===== config.mk =====
export PLATFORM = sky130hd
export DESIGN_NAME = multicycle_controller
export DESIGN_NICKNAME = d
export VERILOG_FILES = /design/src/rtl/multicycle_controller.sv
export SDC_FILE = /design/constraint.sdc
export NUM_CORES = 1
export LEC_CHECK = 0
export BUFFER_PORTS_ARGS = -buffer_cell sky130_fd_sc_hd__buf_2
export CAP_MARGIN = 20
export CORE_MARGIN = 2
export CORE_UTILIZATION = 47
export DETAILED_ROUTE_END_ITERATION = 6
export PLACE_DENSITY_LB_ADDON = 0.12
export REMOVE_ABC_BUFFERS = 1
export SLEW_MARGIN = 20
export SYNTH_ARGS = -nofsm -noshare
export SYNTH_HDL_FRONTEND = slang
export SYNTH_SLANG_ARGS = --single-unit

===== constraint.sdc =====
create_clock -name clk -period 2.14 [get_ports clk]
set_input_delay 0.214 -clock clk [delete_from_list [all_inputs] [get_ports clk]]
set_output_delay 0.214 -clock clk [all_outputs]
set_load 0.005 [all_outputs]

===== src/rtl/multicycle_controller.sv =====
// Main control FSM for the RV32I multicycle datapath. Sequences fetch, decode,
// execute, memory and write-back steps, stalls on the memory-ready handshake
// and traps on unsupported encodings or on a memory access that never completes.
module multicycle_controller #(
  parameter int unsigned MEM_TIMEOUT = 0
) (
  input  logic       clk,
  input  logic       reset,
  input  logic [6:0] op,
  input  logic [2:0] funct3,
  input  logic       funct7b5,
  input  logic       Zero,
  input  logic       MemReady,
  output logic       PCWrite,
  output logic       AdrSrc,
  output logic       MemWrite,
  output logic       IRWrite,
  output logic [1:0] ResultSrc,
  output logic [1:0] ALUSrcA,
  output logic [1:0] ALUSrcB,
  output logic [2:0] ALUControl,
  output logic [2:0] ImmSrc,
  output logic       RegWrite,
  output logic       Illegal
);

  typedef enum logic [3:0] {
    StFetch, StDecode, StMemAdr, StMemRead, StMemWb, StMemWrite, StExecuteR, StExecuteI,
    StAluWb, StBeq, StJal, StJalr1, StJalr2, StLui, StAuipc, StTrap
  } state_e;

  localparam logic [6:0] OpLoad   = 7'b0000011;
  localparam logic [6:0] OpStore  = 7'b0100011;
  localparam logic [6:0] OpRtype  = 7'b0110011;
  localparam logic [6:0] OpItype  = 7'b0010011;
  localparam logic [6:0] OpJal    = 7'b1101111;
  localparam logic [6:0] OpBranch = 7'b1100011;
  localparam logic [6:0] OpJalr   = 7'b1100111;
  localparam logic [6:0] OpLui    = 7'b0110111;
  localparam logic [6:0] OpAuipc  = 7'b0010111;

  localparam logic       TimeoutEn   = (MEM_TIMEOUT != 0);
  localparam logic [7:0] TimeoutLast = 8'(MEM_TIMEOUT - 1);

  state_e     state_q, state_d;
  logic [7:0] wait_cnt_q, wait_cnt_d;
  logic       wait_state;
  logic       deadline;
  logic       alu_f3_ok;
  logic [2:0] alu_op;

  // Memory-wait detection and the timeout deadline
  always_comb begin
    wait_state = (state_q == StFetch) || (state_q == StMemRead) || (state_q == StMemWrite);
    deadline   = TimeoutEn && wait_state && !MemReady && (wait_cnt_q == TimeoutLast);
  end

  // funct3 legality and ALU operation for register/immediate arithmetic
  always_comb begin
    alu_f3_ok = 1'b1;
    alu_op    = 3'b000;
    case (funct3)
      3'b000:  alu_op = (state_q == StExecuteR && funct7b5) ? 3'b001 : 3'b000;
      3'b010:  alu_op = 3'b101;
      3'b110:  alu_op = 3'b011;
      3'b111:  alu_op = 3'b010;
      default: alu_f3_ok = 1'b0;
    endcase
  end

  // State and wait-counter registers
  always_ff @(posedge clk or negedge reset) begin
    if (!reset) begin
      state_q    <= StFetch;
      wait_cnt_q <= 8'd0;
    end else begin
      state_q    <= state_d;
      wait_cnt_q <= wait_cnt_d;
    end
  end

  // Next-state logic
  always_comb begin
    state_d = state_q;
    case (state_q)
      StFetch: begin
        if (deadline)      state_d = StTrap;
        else if (MemReady) state_d = StDecode;
      end
      StDecode: begin
        case (op)
          OpLoad, OpStore: state_d = (funct3 == 3'b010) ? StMemAdr : StTrap;
          OpRtype:         state_d = alu_f3_ok ? StExecuteR : StTrap;
          OpItype:         state_d = alu_f3_ok ? StExecuteI : StTrap;
          OpJal:           state_d = StJal;
          OpBranch:        state_d = (funct3 == 3'b000) ? StBeq : StTrap;
          OpJalr:          state_d = (funct3 == 3'b000) ? StJalr1 : StTrap;
          OpLui:           state_d = StLui;
          OpAuipc:         state_d = StAuipc;
          default:         state_d = StTrap;
        endcase
      end
      StMemAdr:   state_d = (op == OpLoad) ? StMemRead : StMemWrite;
      StMemRead: begin
        if (MemReady)      state_d = StMemWb;
        else if (deadline) state_d = StTrap;
      end
      StMemWb:    state_d = StFetch;
      StMemWrite: begin
        if (MemReady)      state_d = StFetch;
        else if (deadline) state_d = StTrap;
      end
      StExecuteR: state_d = StAluWb;
      StExecuteI: state_d = StAluWb;
      StAluWb:    state_d = StFetch;
      StBeq:      state_d = StFetch;
      StJal:      state_d = StAluWb;
      StJalr1:    state_d = StJalr2;
      StJalr2:    state_d = StAluWb;
      StLui:      state_d = StFetch;
      StAuipc:    state_d = StAluWb;
      StTrap:     state_d = StTrap;
      default:    state_d = StTrap;
    endcase
  end

  // Wait counter: cleared on every transition, saturates so a disabled timeout never wraps
  always_comb begin
    wait_cnt_d = wait_cnt_q;
    if (state_d != state_q) begin
      wait_cnt_d = 8'd0;
    end else if (wait_state && !MemReady && wait_cnt_q != 8'hff) begin
      wait_cnt_d = wait_cnt_q + 8'd1;
    end
  end

  // Datapath controls decoded from state and instruction fields
  always_comb begin
    PCWrite    = 1'b0;
    AdrSrc     = 1'b0;
    MemWrite   = 1'b0;
    IRWrite    = 1'b0;
    ResultSrc  = 2'b00;
    ALUSrcA    = 2'b00;
    ALUSrcB    = 2'b00;
    ALUControl = 3'b000;
    RegWrite   = 1'b0;
    Illegal    = 1'b0;

    case (op)
      OpLoad, OpItype, OpJalr: ImmSrc = 3'b000;
      OpStore:                 ImmSrc = 3'b001;
      OpBranch:                ImmSrc = 3'b010;
      OpJal:                   ImmSrc = 3'b011;
      OpLui, OpAuipc:          ImmSrc = 3'b100;
      default:                 ImmSrc = 3'b000;
    endcase

    case (state_q)
      StFetch: begin
        ALUSrcB   = 2'b10;
        ResultSrc = 2'b10;
        IRWrite   = MemReady;
        PCWrite   = MemReady;
      end
      StDecode: begin
        ALUSrcA = 2'b01;
        ALUSrcB = 2'b01;
      end
      StMemAdr: begin
        ALUSrcA = 2'b10;
        ALUSrcB = 2'b01;
      end
      StMemRead:  AdrSrc = 1'b1;
      StMemWb: begin
        ResultSrc = 2'b01;
        RegWrite  = 1'b1;
      end
      StMemWrite: begin
        AdrSrc   = 1'b1;
        // Held until the memory accepts; dropped on the cycle that times out
        MemWrite = !deadline;
      end
      StExecuteR: begin
        ALUSrcA    = 2'b10;
        ALUControl = alu_op;
      end
      StExecuteI: begin
        ALUSrcA    = 2'b10;
        ALUSrcB    = 2'b01;
        ALUControl = alu_op;
      end
      StAluWb:    RegWrite = 1'b1;
      StBeq: begin
        ALUSrcA    = 2'b10;
        ALUControl = 3'b001;
        PCWrite    = Zero;
      end
      StJal, StJalr2: begin
        ALUSrcA = 2'b01;
        ALUSrcB = 2'b10;
        PCWrite = 1'b1;
      end
      StJalr1: begin
        ALUSrcA = 2'b10;
        ALUSrcB = 2'b01;
      end
      StLui: begin
        ResultSrc = 2'b11;
        RegWrite  = 1'b1;
      end
      StAuipc: begin
        ALUSrcA = 2'b01;
        ALUSrcB = 2'b01;
      end
      StTrap:     Illegal = 1'b1;
      default:    Illegal = 1'b1;
    endcase

    // No write strobe may escape while reset is held
    if (!reset) begin
      PCWrite  = 1'b0;
      IRWrite  = 1'b0;
      MemWrite = 1'b0;
      RegWrite = 1'b0;
    end
  end

endmodule


==> results summary <==
The transition time at the pin with the least slew margin came out at 0.575 ns. The startpoint class of the critical path is a register. In this run the worst hold path is classified as primary input to asynchronous set/reset pin. The combinational fraction of design power came out at 71.8%. The number of gates given a new drive strength after cts came out at 0.

Compared with the post-synthesis result, the final layout area differs by 25.5%. The run finished with clean final reports. Counting flops per register, the top entry is state_q.

The all-layer global routing usage came out at 23.1%. The depth of the CTS H-tree is 1. The switching power as a share of total power is about 48%. In the final layout, the multi-input gates occupy around 600 µm². The sequential cell area came out at roughly 100 µm². The sum of negative setup slack is 0 ns.

The setup clock skew after layout came out at 0.00848 ns. The fraction of synthesis flops using an asynchronous set or reset pin came out at 100%. Across all setup checks in the final design, the least slack found is 0.166 ns. Signal routing reaches up to met4. The largest net degree at the start of global routing is 19. The initial cell density of the core is 50.2%. The post-route met1 wirelength came out at 930 µm. The biggest area contributor in the post-synthesis netlist is sky130_fd_sc_hd__dfrtp_1. Clock-pin slew was measured on the worst setup and hold paths at 0.05 ns.

The leakage component of the power is about 0.45 nW. The placer congestion estimate came out at 0.870. The core region is 0.00152 mm². The largest registers in the layout are state_q (4). The number of setup violations in the final report is 0. Across the run, the number of max-cap violations was 0.

For the worst-skew pair, the clock arrives at the later sink with an insertion delay of between 0.2 and 0.3 ns. The final routed wire length divided by cell count is 12.7 µm. The die outline height came out at 44.4 µm. The top achievable clock speed is 0.507 GHz. With fillers left out, the area of the finished cells amounts to 961 µm². The tightest hold margin is around 0.32 ns.

The gate count after technology mapping came out at 113. The post-placement setup slack is 0.443 ns. The first detailed-routing pass took 4 iterations.

After synthesis, flip-flops and latches occupy 13.1% of the total area. The post-detailed-route DRC marker count is 0. For this design the ratio of total power to cell area is roughly 1000 mW/mm². The worst register-to-register path ends at state_q[2]. The fraction of layout cells with a size suffix above 1 is 29.4%. The largest vdd supply drop is 0.000585 V. The critical path is of the register to output port type. The number of warning messages in the yosys log came out at 0. The most critical setup path has its startpoint at state_q[2]. The number of global-route vias before repair came out at 756. The worst path required time is 1.93 ns. The synthesized design devotes to its leading area cell type 13.1% of total area. The most frequently used flop master after synthesis is sky130_fd_sc_hd__dfrtp_1.

The violation count after the first detailed-route iteration is 17. The number of filler cells placed in the layout is 159. The wire length of the first global-routing pass is 3.37 mm. Detailed placement finished with a half-perimeter wire length of 1.54 mm. The count of final hold-check violations came out at 0. The number of primary I/O pins came out at 33. The wire length on met2 is ~910 µm. The post-layout utilization of the core is 63.1%. The net load switching power came out at approximately 460 µW. The headroom to the max-slew limit is 60.7%.

The clock tree from TritonCTS is done. Counting along the longest clock path gives a buffer depth of 2. The number of antenna violations at the first check in global routing is 0. The count of clock tree sinks came out at 4.

The antenna cell count is 0. The number of distinct standard cells referenced by the synthesized netlist came out at 43. The full die area came out at 0.00197 mm². For this design, the slowest cell found on the critical path is sky130_fd_sc_hd__or4b_1.

Setup repair after global routing left no endpoint under its margin. The cell family with the largest share of critical-path delay is simple AND/OR/NAND/NOR gates. STA classifies the critical path endpoint as an output port. The width of the die is 44.4 µm. After synthesis, the cell types taking the most area are sky130_fd_sc_hd__dfrtp_1 (13%), sky130_fd_sc_hd__a21oi_1 (5.9%), sky130_fd_sc_hd__nand2_1 (5.4%). The most repeated cell in the gate-level netlist after synthesis is sky130_fd_sc_hd__nand2_1.

The number of buffers inserted by hold repair at cts came out at 1. The clock period minus worst slack came out at 1.97 ns. The number of vias after detailed routing came out at 923. The internal cell power came out at 500 µW. The count of nets left with antenna violations once routing finished came out at 0. The endpoint arrival time on the critical path is 1.76 ns. In this run the critical register-to-register path is launched from state_q[2].

Counting instances in the post-synthesis netlist gives the leading cell types as sky130_fd_sc_hd__nand2_1 (11), sky130_fd_sc_hd__a21oi_1 (9), sky130_fd_sc_hd__nor2_1 (9). Counting flops and latches in the post-synthesis netlist gives 4. The combined area of all synthesized cells came out at about 770 µm². The average cell area after synthesis came out at 6.78 µm².

The clock network power share is 10.9%. The depth of the most critical reg-to-reg path came out at 4. The number of port buffers came out at 32.

The final number of max-transition violations is 0. The register with the most flip-flops in the layout has 4 of them. The critical path buffer and inverter count is 1. The maximum fanout along the worst path came out at 10. The relative contribution of sequential cells to total power is 17.4%.

The routed design has 2.02 mm of wire. The minimum setup slack among reg-to-reg paths came out at approximately 0.48 ns. Clock tree synthesis inserted a total of 3 buffers.

The number of enable flip-flop cells after synthesis is 0. The period utilization is 92.2%. Global routing finished with a remaining overflow of 0. The number of nets in the layout is 160.

In this run the cell area measured after placement is about 930 µm². The initialized floorplan defines 14 standard-cell rows. The signal on the critical path passes through or4b_1 > a21bo_1 > buf_2. The routed design uses between 100 and 150 µm of met3 wire.

The post-CTS repair timing setup buffer count is 0. The longest individual stage delay on the worst path came out at between 0.7 and 0.8 ns. In this run the clock root is driven by a sky130_fd_sc_hd__clkbuf_4.

The number of vias per cell came out at 5.81.
## metal layers
metal | up-vias | track usage [%]
li1 | 476 | -
met1 | 403 | 31.7
met2 | 41 | 36.2
met3 | 3 | 3.67
met4 | 0 | 9.09
met5 | - | 0
## stage by stage
step           std cells  power (mW)
4_1_cts              159       0.962
2_1_floorplan        103       0.597
6_report             159       0.965
5_1_grt              159        1.06
3_5_place_dp         155       0.851
3_3_place_gp         155       0.834
## cell families (layout without fill, tap and decap cells)
kind of cell,Yosys count,after routing,synth area share [%]
and+or+nand+nor,58,58,43.5
AOI/OAI and AO/OA,33,33,31.0
buffers and inverters,15,45,8.66
DFF,4,4,13.1
xor gates and xnor gates,2,2,2.29
muxes,1,1,1.47
## power by group through the flow
stage	sequential, mW	combinational, mW	clock [mW]
final	0.168	0.692	0.105
after global routing	0.177	0.774	0.109
after CTS	0.167	0.690	0.104
after detailed placement	0.169	0.682	0
after global placement	0.162	0.673	0
after floorplan	0.204	0.393	0
## worst max-delay path by stage
stage               cells past startpoint         end  slack [ns]
CTS                                     3  ALUSrcB[0]        0.18
global route                            3  ALUSrcB[0]        0.11
finish                                  3  ALUSrcB[0]        0.17
floorplan                               4  state_q[2]        0.46
global placement                        3  ALUSrcB[0]        0.46
detailed placement                      3  ALUSrcB[0]        0.44
## cells in the final DEF, fill, tap and decap left out, drive strengths merged, types with 2 or more instances in the layout
master | synthesis | final
buf | 4 | 36
nand2 | 11 | 11
nor2 | 9 | 9
a21oi | 9 | 9
nand2b | 6 | 6
nor2b | 6 | 6
inv | 5 | 5
o21ai | 5 | 5
nand3b | 4 | 4
dfrtp | 4 | 4
nand3 | 3 | 3
or3 | 3 | 3
nor3 | 3 | 3
clkbuf | 6 | 3
or4b | 2 | 2
nor4 | 2 | 2
a31oi | 2 | 2
o31ai | 2 | 2
and3 | 2 | 2
a211oi | 2 | 2
o22ai | 2 | 2
a2bb2oi | 2 | 2
o211ai | 2 | 2
a2111oi | 2 | 2
## cell type report
class / instances / area share (%)
multi-input cells: 94 / 62.4
well taps: 16 / 2.08
flip-flops and latches: 4 / 10.4
clock buffers: 3 / 2.34
inverters: 5 / 1.95
repair buffers: 37 / 20.8
Note: power is estimated with default switching activity, not from simulation.
